<file path="src/rtl/gain_sched_pkg.sv">
// Shared types and constants for the gain scheduler.
package gain_sched_pkg;

  typedef enum logic [1:0] {
    IDLE   = 2'd0,
    ISSUE  = 2'd1,
    WAIT   = 2'd2,
    COMMIT = 2'd3
  } state_t;

  typedef enum logic [1:0] {
    I2F = 2'd0,
    MUL = 2'd1,
    F2I = 2'd2
  } op_t;

  // Float unit opcodes as the custom-instruction unit decodes them.
  localparam logic [2:0] DEF_OP_I2F = 3'd1;
  localparam logic [2:0] DEF_OP_MUL = 3'd0;
  localparam logic [2:0] DEF_OP_F2I = 3'd2;

  // Last WAIT-cycle count before the optional watchdog gives up (255th cycle).
  localparam logic [7:0] WD_LIMIT = 8'd254;

endpackage

</file>
<file path="src/rtl/gain_scheduler_fp_op_issue.sv">
// Single-operation launcher for the shared float unit.
// Handshake: a one-cycle req loads opcode/operands and raises s2_start for
// exactly one cycle; opcode/operands then stay frozen until the unit returns
// s2_done. done is the qualified s2_done (only while an op is outstanding and
// not in the start cycle itself), so stray done pulses are ignored.
module fp_op_issue
  import gain_sched_pkg::*;
#(
  parameter logic [2:0] IDLE_N = DEF_OP_I2F
) (
  input  logic        clk,
  input  logic        rst,
  input  logic        abort,
  input  logic        req,
  input  logic [2:0]  req_n,
  input  logic [31:0] req_a,
  input  logic [31:0] req_b,
  input  logic        s2_done,
  output logic        s2_start,
  output logic [2:0]  s2_n,
  output logic [31:0] s2_dataa,
  output logic [31:0] s2_datab,
  output logic        done
);

  logic pending;

  assign done = pending && !s2_start && s2_done;

  // Launch on req, hold operands while outstanding, retire on done or abort.
  always_ff @(posedge clk) begin
    if (rst) begin
      s2_start <= 1'b0;
      s2_n     <= IDLE_N;
      s2_dataa <= '0;
      s2_datab <= '0;
      pending  <= 1'b0;
    end else begin
      s2_start <= 1'b0;
      if (abort) begin
        pending <= 1'b0;
      end else if (req) begin
        s2_start <= 1'b1;
        s2_n     <= req_n;
        s2_dataa <= req_a;
        s2_datab <= req_b;
        pending  <= 1'b1;
      end else if (done) begin
        pending <= 1'b0;
      end
    end
  end

endmodule

</file>
<file path="src/rtl/gain_scheduler.sv">
// gain_scheduler: runs int->float, multiply-by-gain, float->int for each of
// NCH channels through one shared float unit, then publishes all results in
// a single cycle. Optional watchdog: define GAIN_SCHED_TIMEOUT_EN.
module gain_scheduler
  import gain_sched_pkg::*;
#(
  parameter int         NCH    = 8,
  parameter logic [2:0] OP_I2F = DEF_OP_I2F,
  parameter logic [2:0] OP_MUL = DEF_OP_MUL,
  parameter logic [2:0] OP_F2I = DEF_OP_F2I
) (
  input  logic              CLK,
  input  logic              RESET,
  input  logic              READY,
  input  logic [32*NCH-1:0] sample_in,
  input  logic [32*NCH-1:0] gain_in,
  output logic [32*NCH-1:0] vol_out,
  output logic              out_valid,
  output logic              busy,
  output logic              overrun,
  output logic [31:0]       s2_dataa,
  output logic [31:0]       s2_datab,
  output logic [2:0]        s2_n,
  output logic              s2_start,
  input  logic              s2_done,
  input  logic [31:0]       s2_result,
`ifdef GAIN_SCHED_TIMEOUT_EN
  output logic              timeout,
`endif
  output logic [1:0]        dbg_state
);

  localparam int CHW = (NCH > 1) ? $clog2(NCH) : 1;
  localparam logic [CHW-1:0] LAST_CH = CHW'(NCH - 1);

  state_t          state;
  op_t             op;
  logic [CHW-1:0]  ch;
  logic [CHW-1:0]  ch_next;
  logic [31:0]     sample_r [NCH];
  logic [31:0]     gain_r   [NCH];
  logic [31:0]     result_r [NCH];

  logic            accept;
  logic            op_done;
  logic            abort;
  logic            req;
  logic [2:0]      req_n;
  logic [31:0]     req_a;
  logic [31:0]     req_b;

  assign accept    = (state == IDLE) && READY && !busy;
  assign ch_next   = ch + CHW'(1);
  assign dbg_state = state;

`ifdef GAIN_SCHED_TIMEOUT_EN
  logic [7:0] wd;
  assign abort = (state == WAIT) && !op_done && (wd == WD_LIMIT);
`else
  assign abort = 1'b0;
`endif

  // Next operation is requested in the cycle that ends the previous one, so
  // the ISSUE cycle is the start cycle and the running value never needs a
  // separate accumulator: it is forwarded straight from s2_result.
  always_comb begin
    req   = 1'b0;
    req_n = OP_I2F;
    req_a = '0;
    req_b = '0;
    if (accept) begin
      req   = 1'b1;
      req_a = sample_in[31:0];
    end else if ((state == WAIT) && op_done) begin
      case (op)
        I2F: begin
          req   = 1'b1;
          req_n = OP_MUL;
          req_a = s2_result;
          req_b = gain_r[ch];
        end
        MUL: begin
          req   = 1'b1;
          req_n = OP_F2I;
          req_a = s2_result;
        end
        default: begin
          if (ch != LAST_CH) begin
            req   = 1'b1;
            req_a = sample_r[ch_next];
          end
        end
      endcase
    end
  end

  fp_op_issue #(
    .IDLE_N (OP_I2F)
  ) u_issue (
    .clk      (CLK),
    .rst      (RESET),
    .abort    (abort),
    .req      (req),
    .req_n    (req_n),
    .req_a    (req_a),
    .req_b    (req_b),
    .s2_done  (s2_done),
    .s2_start (s2_start),
    .s2_n     (s2_n),
    .s2_dataa (s2_dataa),
    .s2_datab (s2_datab),
    .done     (op_done)
  );

  // Frame sequencer: latch frame, step (channel, op), commit all results at once.
  always_ff @(posedge CLK) begin
    if (RESET) begin
      state     <= IDLE;
      op        <= I2F;
      ch        <= '0;
      busy      <= 1'b0;
      out_valid <= 1'b0;
      overrun   <= 1'b0;
      vol_out   <= '0;
      for (int c = 0; c < NCH; c++) begin
        sample_r[c] <= '0;
        gain_r[c]   <= '0;
        result_r[c] <= '0;
      end
`ifdef GAIN_SCHED_TIMEOUT_EN
      wd      <= '0;
      timeout <= 1'b0;
`endif
    end else begin
      out_valid <= 1'b0;
      // busy stays high through the out_valid cycle, so a frame offered then is dropped too.
      if (READY && ((state != IDLE) || busy)) overrun <= 1'b1;
      case (state)
        IDLE: begin
          busy <= 1'b0;
          if (accept) begin
            for (int c = 0; c < NCH; c++) begin
              sample_r[c] <= sample_in[32*c +: 32];
              gain_r[c]   <= gain_in[32*c +: 32];
            end
            ch    <= '0;
            op    <= I2F;
            busy  <= 1'b1;
            state <= ISSUE;
          end
        end
        ISSUE: begin
          state <= WAIT;
`ifdef GAIN_SCHED_TIMEOUT_EN
          wd <= '0;
`endif
        end
        WAIT: begin
          if (op_done) begin
            case (op)
              I2F: begin
                op    <= MUL;
                state <= ISSUE;
              end
              MUL: begin
                op    <= F2I;
                state <= ISSUE;
              end
              default: begin
                result_r[ch] <= s2_result;
                if (ch == LAST_CH) begin
                  state <= COMMIT;
                end else begin
                  ch    <= ch_next;
                  op    <= I2F;
                  state <= ISSUE;
                end
              end
            endcase
          end
`ifdef GAIN_SCHED_TIMEOUT_EN
          else if (abort) begin
            state   <= IDLE;
            busy    <= 1'b0;
            timeout <= 1'b1;
          end else begin
            wd <= wd + 8'd1;
          end
`endif
        end
        COMMIT: begin
          for (int c = 0; c < NCH; c++) vol_out[32*c +: 32] <= result_r[c];
          out_valid <= 1'b1;
          state     <= IDLE;
        end
        default: state <= IDLE;
      endcase
    end
  end

endmodule

</file>
<file path="config.mk">
export PLATFORM = sky130hd
export DESIGN_NAME = gain_scheduler
export DESIGN_NICKNAME = d
export VERILOG_FILES = /design/src/rtl/gain_sched_pkg.sv /design/src/rtl/gain_scheduler_fp_op_issue.sv /design/src/rtl/gain_scheduler.sv
export SDC_FILE = /design/constraint.sdc
export NUM_CORES = 2
export LEC_CHECK = 0
export CAP_MARGIN = 25
export CORE_AREA = 2 2 345 347
export CTS_CLUSTER_DIAMETER = 120
export DETAILED_ROUTE_END_ITERATION = 8
export DIE_AREA = 0 0 347 349
export PLACE_DENSITY = 0.64
export SLEW_MARGIN = 15
export SYNTH_ARGS = -nofsm -noshare
export SYNTH_HDL_FRONTEND = slang
export SYNTH_HIERARCHICAL = 1
export SYNTH_SLANG_ARGS = --single-unit
</file>
<file path="constraint.sdc">
create_clock -name CLK -period 20.3 [get_ports CLK]
set_input_delay 2.03 -clock CLK [delete_from_list [all_inputs] [get_ports CLK]]
set_output_delay 2.03 -clock CLK [all_outputs]
set_load 0.1 [all_outputs]
</file>
Yosys cells after proc, flatten, opt, wreduce, memory -nomap -nowiden
Memory sizes are Yosys's and may differ from the RTL's. A register that Yosys moved wholly into a read port is not among the register bits.
Index checks and enable logic that the tools add are counted.

storage, ports and cells
  register bits after elaboration = 79
  latch bits = 0
  bits in writable memories = 768
  memory bits (read-only) = 0
  bits of input ports = 548
  output and inout port bits = 329
  word-level logic and storage cells = 126
  memories kept = 3

memories
  name      words  bits a word  read ports  clocked after Yosys merged registers in  write ports  RTL line              RTL
  gain_r    8      32           1           1                                        8            gain_scheduler.sv:41  logic [31:0] gain_r [NCH];
  result_r  8      32           8           8                                        8            gain_scheduler.sv:42  logic [31:0] result_r [NCH];
  sample_r  8      32           1           0                                        8            gain_scheduler.sv:40  logic [31:0] sample_r [NCH];

operators by class
  add/subtract/negate cells = 1
  $mul = 0
  divide/modulo/power cells = 0
  magnitude comparators = 0
  equality and inequality tests = 11
  shift-type cells = 0
  muxes and demuxes = 65
  bitwise operators = 16
  reduce and logical (&&, ||, !) cells = 19

operator list
  cell                                                                     number
  32-bit two-way mux                                                       24
  32-bit OR reduction                                                      1
  3-bit two-way mux                                                        7
  1-bit two-way mux                                                        20
  2-bit two-way mux                                                        9
  1-bit bitwise OR                                                         16
  2-bit one-hot mux with 2 select lines                                    3
  2-bit inequality test, second input constant                             4
  2-bit one-hot mux with 4 select lines                                    1
  1-bit logical AND                                                        6
  3-bit one-hot mux with 2 select lines                                    1
  2-bit nonzero test                                                       3
  5-bit AND reduction                                                      1
  2-bit by 1-bit == test with 1-bit output, second input constant          2
  2-bit == test, second input constant                                     2
  2-bit logical NOT                                                        2
  4-bit by 2-bit inequality test with 1-bit output, second input constant  1
  4-bit AND reduction                                                      1
  3-bit by 1-bit adder with 3-bit output, second input constant            1
  3-bit == test, second input constant                                     1
  3-bit inequality test, second input constant                             1
  1-bit logical NOT                                                        2
  2-bit AND reduction                                                      1
  2-bit OR reduction                                                       1
  1-bit logical OR                                                         1

Longest topological paths before layout
  word-level depth = 9
  gate-level depth with buffers = 10
  depth with buffers taken out = 8

Cells and area by module
Netlist, hierarchy kept.

modules (own cells, without submodules)
  module          times used  cells an instance  area an instance (um^2)  seq. area each (um^2)
  gain_scheduler  1           3,197              41,903.9                 28,447.3
  fp_op_issue     1           312                3,094.2                  1,381.3

Least setup slack after synthesis
No wires, ideal clock.

  path kind = input -> register
  from = in RESET
  to = mem gain_r[0][0], enable pin
  setup time = 667 ps
  arrival time = 8,999 ps
  data required time = 19,633 ps
  setup slack = 10,633 ps
  stages = 4
  path buffers = 3
  path through = clkbuf_1 > clkbuf_1 > clkbuf_1 > or2_2

RTL lines
  item             RTL line              RTL
  start, declared  gain_scheduler.sv:13  input logic RESET,
  end, declared    gain_scheduler.sv:41

==> summary.md <==
| Metric | Value |
|---|---|
| WP data arrival | `6480 ps` |
| Final TNS setup | `0 ps` |
| Async S/R FF share, synth | `0%` |
| Clock root cell | `clkbuf_16` |
| Hold Path Depth | `2` |
| Synth cell types | `47` |
| Worst Hold Class | `flip-flop to flip-flop` |
| Number of global-route vias before repair | `30562` |
| Leakage | `21.89 nW` |
| DP HPWL | `99340 um` |
| # rows | `126` |
| Area of the multi-input gates | `14050 um2` |
| Skew final | `36.44 ps` |
| Dpl cells | `5707` |
| Residual DRC | `0` |
| Tmin final | `6115 ps` |
| Worst-Skew Late Latency | `720 ps` |
| Worst path buffer plus inverter count | `6` |
| CP top delay family | `buffers and inverters` |
| Core ar. | `117500 um2` |
| Max Cap Violations | `0` |
| Clock Sink Count | `1106` |
| H-Tree Depth | `3` |
| DRT antenna net count | `0` |
| Hold bufs inserted after CTS | `0` |
| Reg2reg setup slack | `15570 ps` |
| Pwr dens | `86.91 nW/um2` |
| Clock buffer depth | `3` |
| Synth Cell Area | `45000 um2` |
| Initial antenna violation count | `50` |
| Area Growth Syn to Fin | `32.42%` |
| Critical path launch point type | `input pin` |
| Commonest non-fill, non-tap cells in the layout | `clkdlybuf4s50_1, edfxtp_1, nand2_1, and3_1, dfxtp_1` |
| Worst-Margin Slew | `1407 ps` |
| Largest net degree at the start of global routing | `277` |
| DR pass1 iterations | `6` |
| Synth Flop Type | `edfxtp_1` |
| Crit path kind | `input pin to flip-flop` |
| Placed instance area | `55610 um2` |
| Routed vias | `31210` |
| Die X-Extent | `347 um` |
| Cts bufs inserted | `114` |
| Register area share after synthesis | `66.29%` |
| Critical path fanouts, max | `177` |
| Fmax | `0.1635 GHz` |
| Count of final setup violators | `0` |
| Setup crit end kind | `flip-flop` |
| I/O Buffers | `876` |
| Endpoint, Worst Hold | `vol_out[205]$_SDFFE_PP0P_` |
| DR WL/cell | `24.83 um` |
| # IOs | `877` |
| Final hold viol count | `0` |
| Slew headroom | `6.208%` |
| FF/Latch Area | `29840 um2` |
| Crit path largest cell delay | `660 ps` |
| # fillers | `10071` |
| Worst VDD drop | `0.00007084 V` |
| First-pass GRT wire length | `209700 um` |
| Layout net count | `4844` |
| Resize count post-CTS | `0` |
| Reg-to-Reg End | `gain_r[7][23]$_SDFFCE_PP0P_` |
| Initial Util | `38.31%` |
| Most common cell after layout, fill and taps aside | `clkdlybuf4s50_1` |
| Synth Register Bits | `1106` |
| Worst Path Required | `20660 ps` |
| Total Power | `5.178 mW` |
| Gr usage total | `23.74%` |
| Yosys top cell by area | `edfxtp_1` |
| Gpl congestion | `0.8785` |
| Critical path, cell by cell | `clkdlybuf4s50_1, nor4b_4, buf_4, or2_4, buf_12, buf_12, buf_4, buf_16` |
| Mean Syn Cell Area | `12.82 um2` |
| Leading post-synthesis cells by cell area | `edfxtp_1, dfxtp_1, mux4_2` |
| Final period util | `30.12%` |
| RSZ-0062 raised after global routing | `false` |
| Hold_ws | `451.2 ps` |
| R2R depth | `7` |
| Post-Syn Instances | `3509` |
| Global route overflow | `0` |
| Pins Over Slew Limit | `0` |
| Initial DRC count | `3297` |
| Area of the die | `121100 um2` |
| Post-DR vias/cell | `5.229` |
| Post-synth top area share | `51.25%` |
| Worst-path clk slew | `60 ps` |
| Post-synth EDFFs | `768` |
| Status | `complete, no violations` |
| CTS tree | `built` |
| Routed WL | `148200 um` |
| Cell area after layout | `59580 um2` |
| Layout cells sized above 1 | `9.852%` |
| Ys Warns | `6` |
| Final Non-Filler Cells | `5969` |
| RR Startpoint | `dbg_state[1]$_SDFFE_PP0P_` |
| Postcts setup bufs | `0` |
| Die boundary height | `349 um` |
| CP max-delay cell | `buf_12` |
| Hold Path Origin | `vol_out[205]$_SDFFE_PP0P_` |
## sequential cells by signal, summed over array words and instances (netlist names), 2 cells and up, named ones only
register	count
op	2
u_issue/s2_dataa	32
vol_out	256
sample_r	256
u_issue/s2_n	3
result_r	256
u_issue/s2_datab	32
ch	3
dbg_state	2
gain_r	256
## through the flow
step,utilization (%),setup WS (ps)
global route,50.71,14000
CTS,50.52,14110
global placement,46.92,13420
finish,50.73,14190
detailed placement,47.35,13370
floorplan,-,10630
## worst max-delay path by stage
stage / from / endpoint / slack [ps] / cells after the start
floorplan: RESET / gain_r[0][0]$_SDFFCE_PN0P_ / 10630 / 4
global placement: READY / gain_r[6][25]$_SDFFCE_PP0P_ / 13420 / 7
detailed placement: READY / gain_r[7][25]$_SDFFCE_PP0P_ / 13370 / 7
CTS: READY / gain_r[6][22]$_SDFFCE_PP0P_ / 14110 / 7
global route: READY / gain_r[0][20]$_SDFFCE_PN0P_ / 14000 / 8
finish: READY / gain_r[7][23]$_SDFFCE_PP0P_ / 14190 / 8
## layout make-up
| cell class | instances | share of cell area [%] |
|---|---|---|
| clock buffers | 144 | 5.164 |
| flip-flops and latches | 1106 | 50.08 |
| clock inverters | 73 | 1.088 |
| multi-input cells | 2104 | 23.57 |
| repair buffers | 964 | 16.67 |
| diodes | 38 | 0.1596 |
| well taps | 1536 | 3.225 |
| inverters | 4 | 0.03990 |
## where the power goes
group,internal [mW],switching (mW),total [mW]
clock,1.18,0.907,2.08
sequential,2.56,0.0414,2.60
combinational,0.202,0.288,0.490
## cells by family (layout without fill, tap and decap cells)
kind of cell	Yosys count	count (layout)	share of synthesized area [%]
AOI/OAI and AO/OA	368	368	4.502
adders and majority gates	2	2	0.05560
DFF	1106	1106	66.29
and+or+nand+nor	1563	1563	19.18
buffers and inverters	304	1185	2.736
muxes	165	165	7.232
other	1	44	0.008334
## synthesized netlist by cell type, types with 2 or more instances
library cell	number
buf_2	48
inv_1	3
nand2_1	576
nor3b_1	2
nor2b_1	132
and3_1	384
mux2i_1	36
nor3b_4	2
and3b_1	3
o21a_1	3
o21ai_1	66
mux4_2	128
clkbuf_1	228
a222oi_1	29
clkbuf_2	6
ha_1	2
and2_1	259
buf_1	13
nor2_1	47
nand4bb_1	66
nand2b_1	69
a21oi_1	262
nor3_1	3
a221o_1	3
dfxtp_1	338
a31oi_1	2
edfxtp_1	768
or2_2	9
buf_4	4
## per-layer routing
| metal | vias up | GRT usage, % | part of all wire, % |
|---|---|---|---|
| met5 | - | 0 | 0.036 |
| li1 | 14220 | - | - |
| met2 | 1396 | 37.80 | 47 |
| met3 | 251 | 5.626 | 9.0 |
| met1 | 15335 | 31.03 | 40 |
| met4 | 8 | 10.23 | 3.6 |
## tightest hold or removal path, cell delays in order (launching register included)
cell and delay, ps:
dfxtp_1 300, nand2_1 50, a21oi_1 50
Note: power is estimated with default switching activity, not from simulation.
